$ cat src/rtl/distri_ram_dump_pkg.sv
// distri_ram_dump_pkg
//   Shared definitions for the distri_ram dump engine.
//   state_e : 2-bit FSM encoding.
//     S_IDLE  - waiting for start_i
//     S_RUN   - walking the RAM and loading the output register
//     S_DRAIN - last entry loaded; waiting for its handshake
package distri_ram_dump_pkg;

  typedef enum logic [1:0] {
    S_IDLE  = 2'd0,
    S_RUN   = 2'd1,
    S_DRAIN = 2'd2
  } state_e;

endpackage

$ cat src/rtl/distri_ram_dump.sv
// distri_ram_dump
//   Streams every entry of a distri_ram, from index 0 to ENTRY_NUM-1, over a
//   valid/ready stream. When clear_i is set with start_i, each entry is
//   written to zero in the same cycle it is accepted downstream.
//
// Ports
//   clk_i, rst_ni    clock, asynchronous active-low reset
//   start_i, clear_i start a dump when idle; clear_i selects zero-on-accept
//   busy_o, done_o   dump in progress; one-cycle completion pulse
//   ram_raddr_o      read address (combinational read data on ram_rdata_i)
//   ram_we_o, ram_waddr_o, ram_wdata_o   clear write port (data always 0)
//   m_valid_o, m_ready_i, m_data_o, m_index_o, m_last_o   output stream
//
// Stream handshake: an entry transfers on every rising edge where
// m_valid_o and m_ready_i are both high. Once m_valid_o is raised, it and all
// m_* payload outputs stay stable until that transfer; m_ready_i may change
// freely and has no combinational path to m_valid_o.
module distri_ram_dump
  import distri_ram_dump_pkg::*;
#(
  parameter int ENTRY_NUM = 32,
  parameter int XLEN      = 64,
  parameter int AWIDTH    = (ENTRY_NUM > 1) ? $clog2(ENTRY_NUM) : 1
) (
  input  logic              clk_i,
  input  logic              rst_ni,
  input  logic              start_i,
  input  logic              clear_i,
  output logic              busy_o,
  output logic              done_o,
  output logic [AWIDTH-1:0] ram_raddr_o,
  input  logic [XLEN-1:0]   ram_rdata_i,
  output logic              ram_we_o,
  output logic [AWIDTH-1:0] ram_waddr_o,
  output logic [XLEN-1:0]   ram_wdata_o,
  output logic              m_valid_o,
  input  logic              m_ready_i,
  output logic [XLEN-1:0]   m_data_o,
  output logic [AWIDTH-1:0] m_index_o,
  output logic              m_last_o
);

  localparam logic [AWIDTH-1:0] LAST_IDX = AWIDTH'(ENTRY_NUM - 1);

  state_e            state_q, state_d;
  logic [AWIDTH-1:0] rd_ptr;
  logic              clear_q;
  logic              load;
  logic              hs;
  logic              ptr_at_last;

  assign hs          = m_valid_o & m_ready_i;
  assign ptr_at_last = (rd_ptr == LAST_IDX);
  // The output register can take a new entry when it is empty or its
  // current entry is leaving this cycle.
  assign load        = (state_q == S_RUN) & (~m_valid_o | m_ready_i);

  assign ram_raddr_o = rd_ptr;
  // Clearing on the handshake cycle guarantees an entry is captured before
  // it is zeroed.
  assign ram_we_o    = hs & clear_q;
  assign ram_waddr_o = m_index_o;
  assign ram_wdata_o = '0;

  always_comb begin
    state_d = state_q;
    case (state_q)
      S_IDLE:  if (start_i) state_d = S_RUN;
      S_RUN:   if (load && ptr_at_last) state_d = S_DRAIN;
      S_DRAIN: if (hs) state_d = S_IDLE;
      default: state_d = S_IDLE;
    endcase
  end

  always_ff @(posedge clk_i or negedge rst_ni) begin
    if (!rst_ni) begin
      state_q   <= S_IDLE;
      rd_ptr    <= '0;
      clear_q   <= 1'b0;
      busy_o    <= 1'b0;
      done_o    <= 1'b0;
      m_valid_o <= 1'b0;
      m_data_o  <= '0;
      m_index_o <= '0;
      m_last_o  <= 1'b0;
    end else begin
      state_q <= state_d;
      done_o  <= 1'b0;

      if (state_q == S_IDLE && start_i) begin
        rd_ptr  <= '0;
        clear_q <= clear_i;
        busy_o  <= 1'b1;
      end

      if (load) begin
        m_data_o  <= ram_rdata_i;
        m_index_o <= rd_ptr;
        m_last_o  <= ptr_at_last;
        m_valid_o <= 1'b1;
        // Pointer parks on the last index so it never reaches ENTRY_NUM.
        if (!ptr_at_last) rd_ptr <= rd_ptr + 1'b1;
      end else if (hs) begin
        m_valid_o <= 1'b0;
      end

      if (state_q == S_DRAIN && hs) begin
        busy_o <= 1'b0;
        done_o <= 1'b1;
      end
    end
  end

endmodule

$ cat config.mk
export PLATFORM = sky130hd
export DESIGN_NAME = distri_ram_dump
export DESIGN_NICKNAME = d
export VERILOG_FILES = /design/src/rtl/distri_ram_dump_pkg.sv /design/src/rtl/distri_ram_dump.sv
export SDC_FILE = /design/constraint.sdc
export NUM_CORES = 1
export LEC_CHECK = 0
export CORE_MARGIN = 2
export CORE_UTILIZATION = 25
export CTS_CLUSTER_DIAMETER = 150
export CTS_CLUSTER_SIZE = 8
export DETAILED_ROUTE_END_ITERATION = 12
export SYNTH_ARGS = -nofsm -noshare
export SYNTH_HDL_FRONTEND = slang
export SYNTH_SLANG_ARGS = --single-unit
export TNS_END_PERCENT = 50
$ cat constraint.sdc
create_clock -name clk_i -period 2.2 [get_ports clk_i]
set_input_delay 0.22 -clock clk_i [delete_from_list [all_inputs] [get_ports clk_i]]
set_output_delay 0.22 -clock clk_i [all_outputs]
set_load 0.02 [all_outputs]
==> flow_metrics.env <==
export IMPL_worst_path_most_repeated_cell="ha_1"
export IMPL_grt_first_pass_wirelength_um=13200
export IMPL_start_kind="register"
export IMPL_internal_power_mw=5.59
export IMPL_track_usage_pct=10.3
export IMPL_globalplace_congestion=0.715
export IMPL_hpwl_um=6230
export IMPL_numPortBuffers=152
export IMPL_required_ns=2.47
export IMPL_synth_edf_count=0
export IMPL_rows=46
export IMPL_ys_types=25
export IMPL_r2r_slack_ns=0.41
export IMPL_total_power_mw=8.55
export IMPL_fin_ws_ns=0.406
export IMPL_dp_slack_ns=0.370
export IMPL_finalHoldViolations=0
export IMPL_fmax_ghz=0.557
export IMPL_grt_pass1_vias=2380
export IMPL_clock_path_buffers=2
export IMPL_wl_per_cell_um=13.6
export IMPL_gr_total_overflow=0
export IMPL_nNetsFinal=491
export IMPL_tritoncts="done"
export IMPL_max_vdd_ir_drop_mv=0.704
export IMPL_cts_num_sinks=81
export IMPL_skew_ns=0.00964
export IMPL_layout_min_cycle_time_ns=1.79
export IMPL_ys_warn_count=0
export IMPL_start_util_pct=25.4
export IMPL_htree_num_levels=3
export IMPL_dieWidth_um=131
export IMPL_die_h_um=131
export IMPL_status="finished, final reports clean"
export IMPL_ioPinCount=217
export IMPL_wirelength_um=8740
export IMPL_fin_cells=641
export IMPL_p_clk_share_pct=19.8
export IMPL_cts_buffers=9
export IMPL_drt_iter0_markers=63
export IMPL_finalSetupViolations=0
export IMPL_avgViaCountPerCell=3.69
export IMPL_hold_slack_ns=0.383
export IMPL_syn_avg_cell_area_um2=15.2
export IMPL_dieArea_um2=17100
export IMPL_power_density_nw_per_um2=1480
export IMPL_fin_area_um2=5790
export IMPL_switchingPower_mw=2.95
export IMPL_tns_ns=0
export IMPL_ys_flop_type="dfrtp_1"
export IMPL_netSwitchingFraction_pct=34.5
export IMPL_core_um2=15800
export IMPL_final_antenna_net_count=0
export IMPL_final_layout_size_suffix_gt1_share_pct=22.8
export IMPL_cellLeakagePower_nw=2.68
export IMPL_clkTransAtPathRegs_ns=0.07
export IMPL_post_cts_buffers=0
export IMPL_antennaDiodeCount=0
export IMPL_rr_startpoint="ram_raddr_o[0]$_DFF_PN0_"
export IMPL_reg2reg_depth=5
export IMPL_crit_path_max_fanout=6
export IMPL_postSynth_asyncResetShare_pct=100
export IMPL_clock_root_buffer="clkbuf_16"
export IMPL_r2r_end="ram_raddr_o[0]$_DFF_PN0_"
export IMPL_placed_cell_area_um2=5440
export IMPL_netlist_area_um2=4010
export IMPL_crit_chain="ha_1 -> and3_1 -> ha_1 -> nor3_2 -> mux2i_1"
export IMPL_sequentialPowerShare_pct=29.8
export IMPL_first_pass_iters=4
export IMPL_placed_cells=624
export IMPL_arrival_ns=2.06
export IMPL_synth_cells=264
export IMPL_drc_errors=0
export IMPL_seq_area_frac_synth_pct=50.5
export IMPL_end_kind="register"
export IMPL_worstHoldPathType="input pin to asynchronous set/reset pin"
export IMPL_slew_viol_final=0
export IMPL_synth_seq_cells=81
export IMPL_power_frac_comb_pct=50.4
export IMPL_antenna_found_initial=0
export IMPL_rsz0062_at_grt="no"
export IMPL_drv_cap=0
export IMPL_grt_max_degree=41
export IMPL_cpMaxStageDelayCell="dfrtp_1"
export IMPL_area_delta_synth_final_pct=44.4
export IMPL_crit_type="register to register"
export IMPL_period_share_pct=81.5
export IMPL_max_stage_delay_ns=0.44
export IMPL_clock_latency_ns=0.34
export IMPL_num_vias=2367
export IMPL_fin_util_pct=36.7
-- sequential cells by signal (all words and copies together) (netlist names) --
| name | flops |
|---|---|
| m_valid_o | 1 |
| busy_o | 1 |
| clear_q | 1 |
| m_index_o | 5 |
| m_data_o | 64 |
| state_q | 2 |
| ram_raddr_o | 5 |
| m_last_o | 1 |
| done_o | 1 |
-- critical path: cells and delay by family (launching register included) --
kind          cells  cell delay (ns)
fa+ha+maj         2             0.48
flops             1             0.44
mux               1             0.23
simple gates      2             0.56
-- final cells by class --
class	instances	area (um2)
Multi-Input combinational cell	165	1540
Inverter	4	15.0
Fill cell	1563	9980
Tap cell	216	270
Clock buffer	11	253
Sequential cell	81	2030
Timing Repair Buffer	159	1600
Clock inverter	5	85.1
-- layout by cell type, fill, tap and decap left out, types with 4 or more instances in the layout --
cell type / netlist / routed
buf_4: 69 / 5
conb_1: 1 / 64
dfrtp_1: 81 / 81
inv_1: 4 / 4
clkdlybuf4s50_1: 0 / 151
nand2_1: 8 / 8
mux2_4: 70 / 70
clkbuf_16: 0 / 9
mux2i_1: 5 / 5
-- synth_stat cells, drive strengths merged (2+ instances only) --
| master | instances | share of area [%] |
|---|---|---|
| buf | 77 | 17 |
| and3 | 2 | 0.31 |
| mux2i | 5 | 1.2 |
| dfrtp | 81 | 51 |
| nand2b | 2 | 0.50 |
| inv | 4 | 0.37 |
| nand2 | 8 | 0.75 |
| ha | 2 | 0.62 |
| mux2 | 71 | 26 |
-- power groups by stage --
stage	sequential, mW	clock, mW	combinational, mW
final	2.55	1.69	4.31
after detailed placement	2.57	0	4.34
after floorplan	3.31	0	2.08
after global placement	2.56	0	4.31
after global routing	2.66	1.81	4.55
after CTS	2.56	1.76	4.36
-- worst max path at each step --
stage                              from                       end  slack, ns  cells after the start
3_5_place_dp                  m_ready_i  m_data_o[24]$_DFFE_PN0P_       0.37                      5
3_3_place_gp                  m_ready_i                  ram_we_o       0.40                      3
5_1_grt        ram_raddr_o[0]$_DFF_PN0_  ram_raddr_o[3]$_DFF_PN0_       0.26                      5
2_1_floorplan  ram_raddr_o[0]$_DFF_PN0_  ram_raddr_o[2]$_DFF_PN0_       0.44                      5
6_report       ram_raddr_o[0]$_DFF_PN0_  ram_raddr_o[0]$_DFF_PN0_       0.41                      5
4_1_cts        ram_raddr_o[0]$_DFF_PN0_  ram_raddr_o[4]$_DFF_PN0_       0.38                      5
-- kinds of logic after synthesis --
| group | count (synthesis) | share of synthesized area [%] |
|---|---|---|
| compound gates | 3 | 0.561 |
| mux | 76 | 27.7 |
| fa+ha+maj | 2 | 0.624 |
| buf+inv | 81 | 16.9 |
| other cells | 1 | 0.0935 |
| simple gates | 20 | 3.56 |
| flops | 81 | 50.5 |
-- layer usage --
metal	global-route usage, %	up-vias	wire length (um)	share of wire, %
met1	12.4	1179	3620	41
met2	16.4	112	4160	48
met5	0	-	0	0
met4	6.01	0	216	2.5
met3	3.22	14	735	8.4
li1	-	1062	-	-
-- repair_timing --
| action | CTS | global route |
|---|---|---|
| hold buffers | 1 | 0 |
| gates resized for setup | 0 | 0 |
| endpoints found under the hold margin | 35 | 0 |
(Power assumes the default switching activity.)
